--- config.mk ---
export PLATFORM = sky130hd
export DESIGN_NAME = branch_resolver
export DESIGN_NICKNAME = d
export VERILOG_FILES = /design/src/rtl/branch_resolver.sv
export SDC_FILE = /design/constraint.sdc
export NUM_CORES = 1
export LEC_CHECK = 0
export BUFFER_PORTS_ARGS = -buffer_cell sky130_fd_sc_hd__buf_2
export CORE_ASPECT_RATIO = 1.5
export CORE_MARGIN = 3
export CORE_UTILIZATION = 38
export CTS_BUF_LIST = sky130_fd_sc_hd__clkbuf_2
export DETAILED_ROUTE_END_ITERATION = 8
export GPL_TIMING_DRIVEN = 0
export SYNTH_ARGS = -nofsm -noshare
export SYNTH_HDL_FRONTEND = slang
export SYNTH_SLANG_ARGS = --single-unit
--- constraint.sdc ---
create_clock -name clk -period 8.3 [get_ports clk]
set_clock_uncertainty 0.2 [all_clocks]
set_input_delay 0.415 -clock clk [delete_from_list [all_inputs] [get_ports clk]]
set_output_delay 0.415 -clock clk [all_outputs]
set_load 0.01 [all_outputs]
--- src/rtl/branch_resolver.sv ---
// Branch resolver: in-order FIFO of in-flight conditional branches, speculative GHR owner,
// predictor feedback and mispredict recovery. Optional counters: BRANCH_RESOLVER_STATS_EN.
module branch_resolver #(
    parameter int ADDR_WIDTH = 32,
    parameter int GHR_LEN    = 8,
    parameter int DEPTH      = 4
) (
    input  logic                  clk,
    input  logic                  rst,
    input  logic                  i_dec_valid,
    input  logic [ADDR_WIDTH-1:0] i_dec_pc,
    input  logic                  i_dec_prediction,
    output logic                  o_full,
    output logic [GHR_LEN-1:0]    o_ghr,
    input  logic                  i_ex_valid,
    input  logic                  i_ex_outcome,
    output logic                  o_fb_valid,
    output logic [ADDR_WIDTH-1:0] o_fb_pc,
    output logic                  o_fb_prediction,
    output logic                  o_fb_outcome,
    output logic                  o_mispredict,
    output logic                  o_err,
    output logic [31:0]           o_stat_branches,
    output logic [31:0]           o_stat_mispredicts
);

    localparam int PTR_W = $clog2(DEPTH);
    localparam int CNT_W = PTR_W + 1;
    localparam logic [CNT_W-1:0] DEPTH_C = CNT_W'(DEPTH);

    logic [ADDR_WIDTH-1:0] pc_mem_r   [DEPTH];
    logic                  pred_mem_r [DEPTH];
    logic [GHR_LEN-1:0]    snap_mem_r [DEPTH];

    logic [PTR_W-1:0]      wr_ptr_r;
    logic [PTR_W-1:0]      rd_ptr_r;
    logic [CNT_W-1:0]      count_r;
    logic [GHR_LEN-1:0]    ghr_r;
    logic                  fb_valid_r;
    logic [ADDR_WIDTH-1:0] fb_pc_r;
    logic                  fb_pred_r;
    logic                  fb_outcome_r;
    logic                  mispredict_r;
    logic                  err_r;

    logic                  full_s;
    logic                  empty_s;
    logic                  resolve_s;
    logic                  mispred_s;
    logic                  push_s;
    logic                  proto_err_s;
    logic [ADDR_WIDTH-1:0] head_pc_s;
    logic                  head_pred_s;
    logic [GHR_LEN-1:0]    head_snap_s;
    logic [GHR_LEN-1:0]    ghr_nxt_s;
    logic [CNT_W-1:0]      count_nxt_s;

    // Decode of push/resolve/recovery for this cycle and next GHR/count values.
    always_comb begin
        full_s      = (count_r == DEPTH_C);
        empty_s     = (count_r == {CNT_W{1'b0}});
        head_pc_s   = pc_mem_r[rd_ptr_r];
        head_pred_s = pred_mem_r[rd_ptr_r];
        head_snap_s = snap_mem_r[rd_ptr_r];
        resolve_s   = i_ex_valid & ~empty_s;
        mispred_s   = resolve_s & (head_pred_s != i_ex_outcome);
        // A push while full only fits because a correct resolve frees the head slot.
        push_s      = i_dec_valid & ~mispred_s & (~full_s | resolve_s);
        proto_err_s = (i_dec_valid & full_s & ~i_ex_valid) | (i_ex_valid & empty_s);

        ghr_nxt_s = ghr_r;
        if (mispred_s) begin
            ghr_nxt_s = {head_snap_s[GHR_LEN-2:0], i_ex_outcome};
        end else if (push_s) begin
            ghr_nxt_s = {ghr_r[GHR_LEN-2:0], i_dec_prediction};
        end else begin
            ghr_nxt_s = ghr_r;
        end

        count_nxt_s = count_r;
        if (mispred_s) begin
            count_nxt_s = {CNT_W{1'b0}};
        end else if (push_s && !resolve_s) begin
            count_nxt_s = count_r + CNT_W'(1);
        end else if (resolve_s && !push_s) begin
            count_nxt_s = count_r - CNT_W'(1);
        end else begin
            count_nxt_s = count_r;
        end
    end

    // Entry storage; contents are don't-care until pushed, so no reset.
    always_ff @(posedge clk) begin
        if (push_s) begin
            pc_mem_r[wr_ptr_r]   <= i_dec_pc;
            pred_mem_r[wr_ptr_r] <= i_dec_prediction;
            snap_mem_r[wr_ptr_r] <= ghr_r;
        end
    end

    // Pointers, occupancy and speculative GHR.
    always_ff @(posedge clk or posedge rst) begin
        if (rst) begin
            wr_ptr_r <= {PTR_W{1'b0}};
            rd_ptr_r <= {PTR_W{1'b0}};
            count_r  <= {CNT_W{1'b0}};
            ghr_r    <= {GHR_LEN{1'b0}};
        end else begin
            count_r <= count_nxt_s;
            ghr_r   <= ghr_nxt_s;
            if (mispred_s) begin
                rd_ptr_r <= wr_ptr_r;
            end else begin
                if (resolve_s) begin
                    rd_ptr_r <= rd_ptr_r + PTR_W'(1);
                end
                if (push_s) begin
                    wr_ptr_r <= wr_ptr_r + PTR_W'(1);
                end
            end
        end
    end

    // Registered predictor feedback; payload holds while the strobe is low.
    always_ff @(posedge clk or posedge rst) begin
        if (rst) begin
            fb_valid_r   <= 1'b0;
            fb_pc_r      <= {ADDR_WIDTH{1'b0}};
            fb_pred_r    <= 1'b0;
            fb_outcome_r <= 1'b0;
            mispredict_r <= 1'b0;
        end else begin
            fb_valid_r   <= resolve_s;
            mispredict_r <= mispred_s;
            if (resolve_s) begin
                fb_pc_r      <= head_pc_s;
                fb_pred_r    <= head_pred_s;
                fb_outcome_r <= i_ex_outcome;
            end
        end
    end

    // Sticky protocol-error flag.
    always_ff @(posedge clk or posedge rst) begin
        if (rst) begin
            err_r <= 1'b0;
        end else if (proto_err_s) begin
            err_r <= 1'b1;
        end
    end

`ifdef BRANCH_RESOLVER_STATS_EN
    logic [31:0] stat_br_r;
    logic [31:0] stat_mis_r;

    // Saturating resolve and mispredict counters.
    always_ff @(posedge clk or posedge rst) begin
        if (rst) begin
            stat_br_r  <= 32'h0000_0000;
            stat_mis_r <= 32'h0000_0000;
        end else begin
            if (resolve_s && (stat_br_r != 32'hFFFF_FFFF)) begin
                stat_br_r <= stat_br_r + 32'd1;
            end
            if (mispred_s && (stat_mis_r != 32'hFFFF_FFFF)) begin
                stat_mis_r <= stat_mis_r + 32'd1;
            end
        end
    end

    assign o_stat_branches    = stat_br_r;
    assign o_stat_mispredicts = stat_mis_r;
`else
    assign o_stat_branches    = 32'h0000_0000;
    assign o_stat_mispredicts = 32'h0000_0000;
`endif

    assign o_full          = full_s;
    assign o_ghr           = ghr_r;
    assign o_fb_valid      = fb_valid_r;
    assign o_fb_pc         = fb_pc_r;
    assign o_fb_prediction = fb_pred_r;
    assign o_fb_outcome    = fb_outcome_r;
    assign o_mispredict    = mispredict_r;
    assign o_err           = err_r;

endmodule

==> results.json <==
{
  "post-place-ws_ns": 5.11,
  "fillers": 1987,
  "worst_setup_path_end_kind": "register",
  "synthArstFlopShare": 0.245,
  "place_hpwl_um": 11400,
  "layout-drive-gt1-share": 0.347,
  "vias": 4982,
  "syn_area_per_cell_sq_um": 16.2,
  "worstPathArrival_ns": 3.42,
  "fin_util": 0.476,
  "antenna_left": 0,
  "dieArea_sq_mm": 0.0246,
  "wirelength_um": 17800,
  "ys_seq_elements": 212,
  "rows": 66,
  "grt_max_degree": 28,
  "cts_htree_levels": 2,
  "met2_usage": 0.275,
  "critPathLaunchType": "register",
  "grt_pass1_vias": 5393,
  "syn-cell-area_sq_mm": 0.00863,
  "path_clk_slew_ns": 0.12,
  "outcome": "completed",
  "io_pins": 148,
  "r2r_end": "pc_mem_r[0][4]",
  "grt_use_met3": 0.0277,
  "synth_edf_count": 160,
  "holdWs_ns": 0.121,
  "ir_worst_vdd_mv": 0.119,
  "syn-instance-count": 534,
  "clock-sinks": 212,
  "fp.dieW_um": 129,
  "r2r_cells": 7,
  "period_needed_ns": 3.19,
  "antenna_found_initial": 1,
  "ys_types": 48,
  "p_leak_uw": 0.00438,
  "drt_iter0_markers": 160,
  "placed_area_sq_mm": 0.00973,
  "power_density_mw_per_mm2": 313,
  "setup_ws_ns": 5.11,
  "finalSetupTns_ns": 0,
  "critPathCapture": "pc_mem_r[0][4]",
  "reg2reg_slack_ns": 5.11,
  "grt-ovfl-total": 0,
  "slew_headroom": 0.524,
  "clk_latency_ns": 0.73,
  "cts_made_buffers": 46,
  "hold_path_class": "in2async",
  "yosys_warnings": 0,
  "yosysSeqAreaShare": 0.707,
  "core-area_sq_mm": 0.0220,
  "post_drt_wl_per_cell_um": 16.5,
  "grt_pass1_wl_um": 27900,
  "setup_viol": 0,
  "worstMarginPinSlew_ns": 0.715,
  "die_h_um": 191,
  "dr.pass1.iters": 4,
  "post_cts_resized": 0,
  "drc_errors": 0,
  "max-cap-violations": 0,
  "crit_type": "reg2reg",
  "io_buffer_count": 83,
  "grt-busiest-layer": "met2",
  "crit_start": "count_r[1]",
  "synthToLayoutAreaGrowth_pct": 21.7,
  "synthFlopType": "edfxtp_1",
  "layout.nets": 813,
  "grt_use_met1": 0.161,
  "hold_viol_final": 0,
  "gp_congestion": 0.742,
  "rsz0062_at_grt": "no",
  "cts_tree": "built",
  "reg2reg_from": "count_r[1]",
  "design_area_sq_mm": 0.0105,
  "start_util": 0.391,
  "finalCritPeriodShare": 0.384,
  "vias_per_cell": 4.61,
  "path_max_fanout": 21,
  "cts_buffer_depth": 3,
  "clockRootBuffer": "clkbuf_2",
  "required_ns": 8.53,
  "track_usage": 0.147,
  "fmax_mhz": 314,
  "finalMaxSlewViolations": 0
}
==> registers in the layout (all words and copies together) (netlist names) <==
| signal | cells |
|---|---|
| o_fb_valid | 1 |
| pc_mem_r | 128 |
| o_err | 1 |
| snap_mem_r | 28 |
| count_r | 3 |
| o_fb_prediction | 1 |
| pred_mem_r | 4 |
| wr_ptr_r | 2 |
| o_mispredict | 1 |
| o_fb_outcome | 1 |
| rd_ptr_r | 2 |
| o_fb_pc | 32 |
| o_ghr | 8 |
==> layer usage <==
metal / routed length (um) / vias up
met2: 9880 / 174
met4: 389 / 0
met5: 0 / -
li1: - / 2331
met3: 1020 / 29
met1: 6510 / 2448
==> power breakdown <==
part           switching [uW]  internal [uW]
clock network             388            205
registers                 127           1460
logic                     623            483
total                    1140           2150
==> cell usage after synthesis (all sizes together), types with 2 or more instances <==
cell type | instances | area [sq um]
a21oi | 3 | 18.8
and2 | 4 | 25.0
buf | 73 | 532
clkbuf | 14 | 52.6
dfrtp | 52 | 1300
edfxtp | 160 | 4800
ha | 4 | 50.1
inv | 9 | 33.8
mux2i | 7 | 70.1
mux4 | 40 | 901
nand2 | 107 | 402
nand3 | 9 | 45.0
nor2 | 5 | 21.3
nor2b | 3 | 18.8
nor3b | 3 | 22.5
o21ai | 13 | 65.1
o21bai | 2 | 15.0
xnor2 | 4 | 61.3
==> area by class of cell <==
type	count	area (sq um)	area share
tap	272	340	0.0324
timing repair buffer	125	886	0.0843
antenna	1	2.50	0.000238
multi-input combinational	289	2150	0.205
clock buffer	61	305	0.0291
inverter	9	33.8	0.00322
buffer	87	584	0.0556
sequential	212	6110	0.581
clock inverter	24	97.6	0.00929
==> cell families (layout without fill, tap and decap cells) <==
| logic type | count (synthesis) | after routing | synth area share |
|---|---|---|---|
| flip-flops | 212 | 212 | 0.707 |
| AND/OR/NAND/NOR | 137 | 137 | 0.0667 |
| buffers and inverters | 96 | 306 | 0.0716 |
| multiplexers | 48 | 48 | 0.114 |
| AO/OA/AOI/OAI | 30 | 30 | 0.0235 |
| adder cells (fa/ha/maj) | 5 | 5 | 0.00812 |
| XOR/XNOR | 5 | 5 | 0.00812 |
| other | 1 | 65 | 0.000434 |
==> worst min-delay path by stage <==
stage / start / endpoint / slack (ns) / cells after the start
2_1_floorplan: o_fb_pc[10] / o_fb_pc[10] / 0.31 / 2
3_3_place_gp: o_fb_pc[23] / o_fb_pc[23] / 0.26 / 2
3_5_place_dp: o_fb_pc[12] / o_fb_pc[12] / 0.26 / 2
4_1_cts: rst / o_fb_pc[21] / 0.06 / 3
5_1_grt: rst / o_fb_pc[19] / 0.08 / 3
6_report: rst / rd_ptr_r[0] / 0.12 / 3
==> critical path: stages, from the launching register on <==
cell	delay, ns
dfrtp_1	0.37
clkbuf_1	0.18
or2_1	0.30
o21ai_1	0.39
inv_2	0.20
a21oi_2	0.32
and2_2	0.64
buf_12	0.27
==> stage by stage <==
step / power [uW] / std cells
final: 3280 / 1080
after global routing: 3520 / 1080
after detailed placement: 2730 / 957
after floorplan: 2320 / 597
after global placement: 2670 / 952
after CTS: 3340 / 1079
==> what timing repair did <==
action / 4_1_cts / 5_1_grt
setup buffers: 0 / 0
endpoints found under the hold margin: 185 / 0
endpoints found under the setup margin: 0 / 0
hold buffers: 37 / 0
==> cells in the final DEF, fill, tap and decap left out, types with 2 or more instances in the layout <==
cell type	count
mux2i_1	7
nand2_1	107
ha_1	4
clkinv_2	6
o21bai_1	2
inv_2	3
nor2b_1	3
buf_12	5
edfxtp_1	160
dlygate4sd3_1	37
buf_4	64
clkinv_1	17
clkbuf_1	14
o21ai_0	4
xnor2_1	2
nand3_1	9
inv_1	7
conb_1	64
and2_2	4
clkbuf_2	61
dfrtp_1	52
nor3b_1	3
o21ai_1	9
a21oi_1	2
mux4_2	40
nor2_1	4
buf_2	91
(Power assumes the default switching activity.)
